**config.mk**
```make
export PLATFORM = sky130hd
export DESIGN_NAME = load_store_unit
export DESIGN_NICKNAME = d
export VERILOG_FILES = /design/src/rtl/lsu_pkg.sv /design/src/rtl/lsu_lane_align.sv /design/src/rtl/load_store_unit.sv
export SDC_FILE = /design/constraint.sdc
export NUM_CORES = 1
export LEC_CHECK = 0
export BUFFER_PORTS_ARGS = -buffer_cell sky130_fd_sc_hd__clkbuf_2
export CORE_ASPECT_RATIO = 1.2
export CORE_MARGIN = 2
export CORE_UTILIZATION = 57
export CTS_CLUSTER_SIZE = 12
export DETAILED_ROUTE_END_ITERATION = 10
export GPL_ROUTABILITY_DRIVEN = 0
export PLACE_DENSITY_LB_ADDON = 0.2
export SLEW_MARGIN = 10
export SYNTH_ARGS = -nofsm -noshare
export SYNTH_HDL_FRONTEND = slang
export SYNTH_HIERARCHICAL = 1
export SYNTH_SLANG_ARGS = --single-unit
```
**constraint.sdc**
```tcl
create_clock -name clk -period 6.95 [get_ports clk]
set_clock_uncertainty 0.05 [all_clocks]
set_input_delay 0.695 -clock clk [delete_from_list [all_inputs] [get_ports clk]]
set_output_delay 0.695 -clock clk [all_outputs]
set_load 0.02 [all_outputs]
```
**src/rtl/lsu_pkg.sv**
```systemverilog
// Shared types for the load/store unit.
// FSM states, access-size encodings and the captured request bundle.
package lsu_pkg;

    typedef enum logic [1:0] {
        IDLE  = 2'd0,
        READ  = 2'd1,
        WRITE = 2'd2,
        RESP  = 2'd3
    } state_t;

    localparam logic [1:0] SIZE_BYTE    = 2'b00;
    localparam logic [1:0] SIZE_HALF    = 2'b01;
    localparam logic [1:0] SIZE_WORD    = 2'b10;
    localparam logic [1:0] SIZE_ILLEGAL = 2'b11;

    typedef struct packed {
        logic        write;
        logic [1:0]  size;
        logic        unsgn;
        logic [31:0] data;
    } req_t;

    // Illegal size counts as a fault just like a misaligned access.
    function automatic logic bad_access(
        input logic [1:0] size,
        input logic [1:0] offset
    );
        logic bad;
        unique case (size)
            SIZE_BYTE: bad = 1'b0;
            SIZE_HALF: bad = offset[0];
            SIZE_WORD: bad = (offset != 2'b00);
            default:   bad = 1'b1;
        endcase
        return bad;
    endfunction

endpackage

```
**src/rtl/lsu_lane_align.sv**
```systemverilog
// Byte-lane steering: load extraction/extension and
// read-modify-write merging of sub-word stores.
module lsu_lane_align
    import lsu_pkg::*;
(
    input  logic [1:0]  size,
    input  logic        unsgn,
    input  logic [1:0]  offset,
    input  logic [31:0] word,
    input  logic [31:0] data,
    output logic [31:0] load_data,
    output logic [31:0] store_word
);

    logic [7:0]  lane_b;
    logic [15:0] lane_h;

    assign lane_b = word[{offset, 3'b000} +: 8];
    assign lane_h = word[{offset[1], 4'b0000} +: 16];

    always_comb begin
        load_data  = '0;
        store_word = word;
        unique case (size)
            SIZE_BYTE: begin
                load_data = {{24{~unsgn & lane_b[7]}}, lane_b};
                store_word[{offset, 3'b000} +: 8] = data[7:0];
            end
            SIZE_HALF: begin
                load_data = {{16{~unsgn & lane_h[15]}}, lane_h};
                store_word[{offset[1], 4'b0000} +: 16] = data[15:0];
            end
            SIZE_WORD: begin
                load_data  = word;
                store_word = data;
            end
            default: begin
                load_data  = '0;
                store_word = word;
            end
        endcase
    end

endmodule

```
**src/rtl/load_store_unit.sv**
```systemverilog
// Load/store unit between CPU request port and a
// word-wide combinational-read data memory.
module load_store_unit
    import lsu_pkg::*;
#(
    parameter int ADDR_WIDTH = 32
) (
    input  logic                  clk,
    input  logic                  reset,
    input  logic                  reqValid,
    output logic                  reqReady,
    input  logic                  reqWrite,
    input  logic [1:0]            reqSize,
    input  logic                  reqUnsigned,
    input  logic [ADDR_WIDTH-1:0] reqAddress,
    input  logic [31:0]           reqData,
    output logic                  respValid,
    output logic [31:0]           respData,
    output logic                  respError,
    output logic [ADDR_WIDTH-1:0] memAddress,
    output logic [31:0]           memDataIn,
    output logic                  memWriteEnable,
    input  logic [31:0]           memDataOut
);

    state_t                state;
    req_t                  cap;
    logic [ADDR_WIDTH-1:0] cap_addr;
    logic [31:0]           cap_word;
    logic [31:0]           align_word;
    logic [31:0]           load_data;
    logic [31:0]           store_word;
    logic                  in_mem;

    assign reqReady = (state == IDLE);
    assign in_mem   = (state == READ) || (state == WRITE);

    assign memAddress = in_mem
        ? {cap_addr[ADDR_WIDTH-1:2], 2'b00}
        : '0;

    assign memWriteEnable = (state == WRITE) && !reset;
    assign memDataIn      = (state == WRITE) ? store_word : '0;

    // Loads extend straight from memory; stores merge into the saved word.
    assign align_word = (state == READ) ? memDataOut : cap_word;

    lsu_lane_align u_align (
        .size       (cap.size),
        .unsgn      (cap.unsgn),
        .offset     (cap_addr[1:0]),
        .word       (align_word),
        .data       (cap.data),
        .load_data  (load_data),
        .store_word (store_word)
    );

    always_ff @(posedge clk) begin
        if (reset) begin
            state     <= IDLE;
            cap       <= '0;
            cap_addr  <= '0;
            cap_word  <= '0;
            respValid <= 1'b0;
            respData  <= '0;
            respError <= 1'b0;
        end else begin
            respValid <= 1'b0;
            respData  <= '0;
            respError <= 1'b0;
            unique case (state)
                IDLE: begin
                    if (reqValid) begin
                        cap <= '{
                            write: reqWrite,
                            size:  reqSize,
                            unsgn: reqUnsigned,
                            data:  reqData
                        };
                        cap_addr <= reqAddress;
                        if (bad_access(reqSize, reqAddress[1:0])) begin
                            state     <= RESP;
                            respValid <= 1'b1;
                            respError <= 1'b1;
                        end else if (reqWrite && reqSize == SIZE_WORD) begin
                            state <= WRITE;
                        end else begin
                            state <= READ;
                        end
                    end
                end
                READ: begin
                    cap_word <= memDataOut;
                    if (cap.write) begin
                        state <= WRITE;
                    end else begin
                        state     <= RESP;
                        respValid <= 1'b1;
                        respData  <= load_data;
                    end
                end
                WRITE: begin
                    state     <= RESP;
                    respValid <= 1'b1;
                end
                RESP: begin
                    state <= IDLE;
                end
                default: begin
                    state <= IDLE;
                end
            endcase
        end
    end

endmodule

```
==> flow_metrics.tcl <==
set metrics [dict create \
    die_area_sq_mm 0.01354 \
    clk_latency_ns 0.42 \
    dp_slack_ns 3.512 \
    clockPowerShare_pct 24.7 \
    drive_gt1_share_pct 29.31 \
    worstMarginPinSlew_ns 1.013 \
    htree_levels 4 \
    antenna_left 0 \
    clkSinkCount 136 \
    cp.arrival_ns 3.13 \
    switching_power_mw 1.339 \
    cap_violations 0 \
    cts_made_buffers 17 \
    critical-path-max-stage-delay_ns 0.60 \
    start_kind "register" \
    hold_viol 0 \
    cp_max_fo 19 \
    tns_ns 0 \
    drt_iter0_drc 526 \
    cp_slowest_cell "ha_2" \
    post_cts_resized 0 \
    clock.fmax_ghz 0.2578 \
    syn_area_per_cell_sq_um 8.497 \
    grt_pass1_vias 6216 \
    hold_buffers 0 \
    final-max-slew-violation-count 0 \
    wire_per_inst_microns 17.06 \
    syn-cell-area_sq_mm 0.007197 \
    final_common_cell "clkbuf_2" \
    via_per_inst 5.592 \
    post_cts_buffers 0 \
    p_sw_share_pct 40.19 \
    run_status "finished clean" \
    worst_hold_path_type "register to register" \
    grt_pass1_wl_microns 31600 \
    drt-pass1-iter-count 7 \
    num_antenna_cells 0 \
    io_buffers 200 \
    fp.dieH_microns 127.1 \
    pwr-share-seq_pct 30.8 \
    p_per_area_mw_per_mm2 386.6 \
    setup_viol 0 \
    period_share_pct 55.82 \
    leakage_nw 3.802 \
    cts_tree "yes" \
    holdWs_ns 0.3979 \
    ios 203 \
    nets 1120 \
    row_count 44 \
    worstPathRequired_ns 6.20 \
    seq_area_frac_synth_pct 37.83 \
    initial_core_util_pct 58.89 \
    ir_drop_uv 224.0 \
    root_buffer "clkbuf_16" \
    synth-edff-count 0 \
    crit_type "register to output pin" \
    layout_common_cells "clkbuf_2, nand2_1, dfxtp_1, and2_1, a21oi_1" \
    ys_async_sr_fraction_pct 0 \
    design_area_sq_mm 0.008618 \
    maxSlewHeadroom_pct 32.47 \
    track_usage_pct 29.81 \
    crit_path_end_kind "output pin" \
    rsz0062_at_grt "no" \
    period_needed_ns 3.879 \
    grt-ovfl-total 0 \
    drc 0 \
    place_area_sq_mm 0.008079 \
    dp_hpwl_microns 14310 \
    yosysWarningCount 6 \
    ys_ff_latch 136 \
    intPower_mw 1.993 \
    num_vias 6604 \
    wl_microns 20150 \
    p_comb_share_pct 44.5 \
    fin_util_pct 70.52 \
    grt_max_degree 77 \
    min_path_cells 2 \
    grt_antenna_before_repair 0 \
    path_clk_slew_ns 0.06 \
    path_cells "inv_1, ha_2, buf_4, mux2_4, mux2_2, a32oi_1, o211ai_1, and2_1, clkbuf_2" \
    cts_buffer_depth 2 \
    ys.flop_type "dfxtp_1" \
    core_area_sq_mm 0.01222 \
    area_delta_synth_final_pct 19.75 \
    syn_inst 847 \
    reg2regPathDepth 9 \
    setup_ws_ns 3.071 \
    die-width_microns 106.6 \
    synth.distinct_cells 57 \
]
## flip-flops by register name (all words and copies together), names as in the netlist
register and cells:
respError 1, cap_addr 32, respData 32, cap_word 32, cap 36, respValid 1, state 2
## layout make-up
cell class,instances,area (sq um)
clock buffers,18,439.2
fillers,1069,3603
inverters,8,30.03
flip-flops and latches,136,2724
multi-input cells,637,4068
clock inverters,14,100.1
repair buffers,207,1056
well taps,161,201.4
## per-layer routing
layer  global-route usage (%)  wire, microns  vias up
met2                    47.58           9368      355
met1                    36.18           7895     2993
li1                         -              -     3200
met5                        0              0        -
met4                    16.50            930        0
met3                    8.418           1955       56
## cells in the mapped netlist (6+ instances only)
master | n | area, sq um
clkbuf_1 | 21 | 78.83
o221ai_1 | 14 | 122.6
a21oi_1 | 79 | 395.4
buf_2 | 24 | 120.1
buf_6 | 12 | 135.1
a22o_1 | 9 | 78.83
mux2_2 | 17 | 191.4
nand2_1 | 193 | 724.4
inv_1 | 7 | 26.28
buf_1 | 6 | 22.52
and2_1 | 95 | 594.3
nor2b_1 | 51 | 319.1
nor3_1 | 6 | 30.03
and3_1 | 7 | 43.79
a22oi_1 | 8 | 60.06
o2bb2ai_1 | 7 | 61.31
dfxtp_1 | 136 | 2723
o21ai_0 | 11 | 55.05
ha_1 | 10 | 125.1
mux2i_1 | 22 | 220.2
nor2_1 | 9 | 33.78
mux2_4 | 26 | 390.4
nand2b_1 | 12 | 75.07
a221o_1 | 19 | 190.2
## worst max-delay path: cells and delay by family (launching register included)
| family | cells | cell delay [ns] |
|---|---|---|
| and+or+nand+nor | 1 | 0.23 |
| adders and majority gates | 1 | 0.60 |
| muxes | 2 | 0.63 |
| AOI/OAI and AO/OA | 2 | 0.24 |
| DFF | 1 | 0.34 |
| buffers and inverters | 3 | 0.67 |
## kinds of logic (layout without fill, tap and decap cells)
logic type / after synthesis / count (layout) / synth area share [%]
buffers and inverters: 75 / 247 / 5.789
muxes: 65 / 65 / 11.14
AOI/OAI and AO/OA: 170 / 170 / 16.20
adders and majority gates: 10 / 10 / 1.739
DFF: 136 / 136 / 37.83
other: 1 / 2 / 0.05211
and+or+nand+nor: 390 / 390 / 27.24
## final timing paths
check | from | to | slack [ns]
setup reg to reg | state[1]$_SDFFE_PP0P_ | respData[31]$_SDFF_PP0_ | 3.73
hold / removal | cap_addr[22]$_SDFFE_PP0P_ | cap_addr[22]$_SDFFE_PP0P_ | 0.40
hold reg to reg | cap_addr[22]$_SDFFE_PP0P_ | cap_addr[22]$_SDFFE_PP0P_ | 0.40
setup / recovery | state[1]$_SDFFE_PP0P_ | memDataIn[9] | 3.07
## metrics by stage
step | cells | power [mW]
4_1_cts | 1181 | 3.317
3_3_place_gp | 1149 | 2.478
3_5_place_dp | 1149 | 2.496
6_report | 1181 | 3.332
2_1_floorplan | 848 | 2.151
5_1_grt | 1181 | 3.515
## power groups by stage
stage	clock network [mW]	logic, mW	registers, mW
after floorplan	0	1.13	1.03
after global placement	0	1.44	1.03
after detailed placement	0	1.46	1.04
after CTS	0.829	1.46	1.02
after global routing	0.870	1.60	1.04
final	0.823	1.48	1.03
Power figures use the tool's default switching activity.
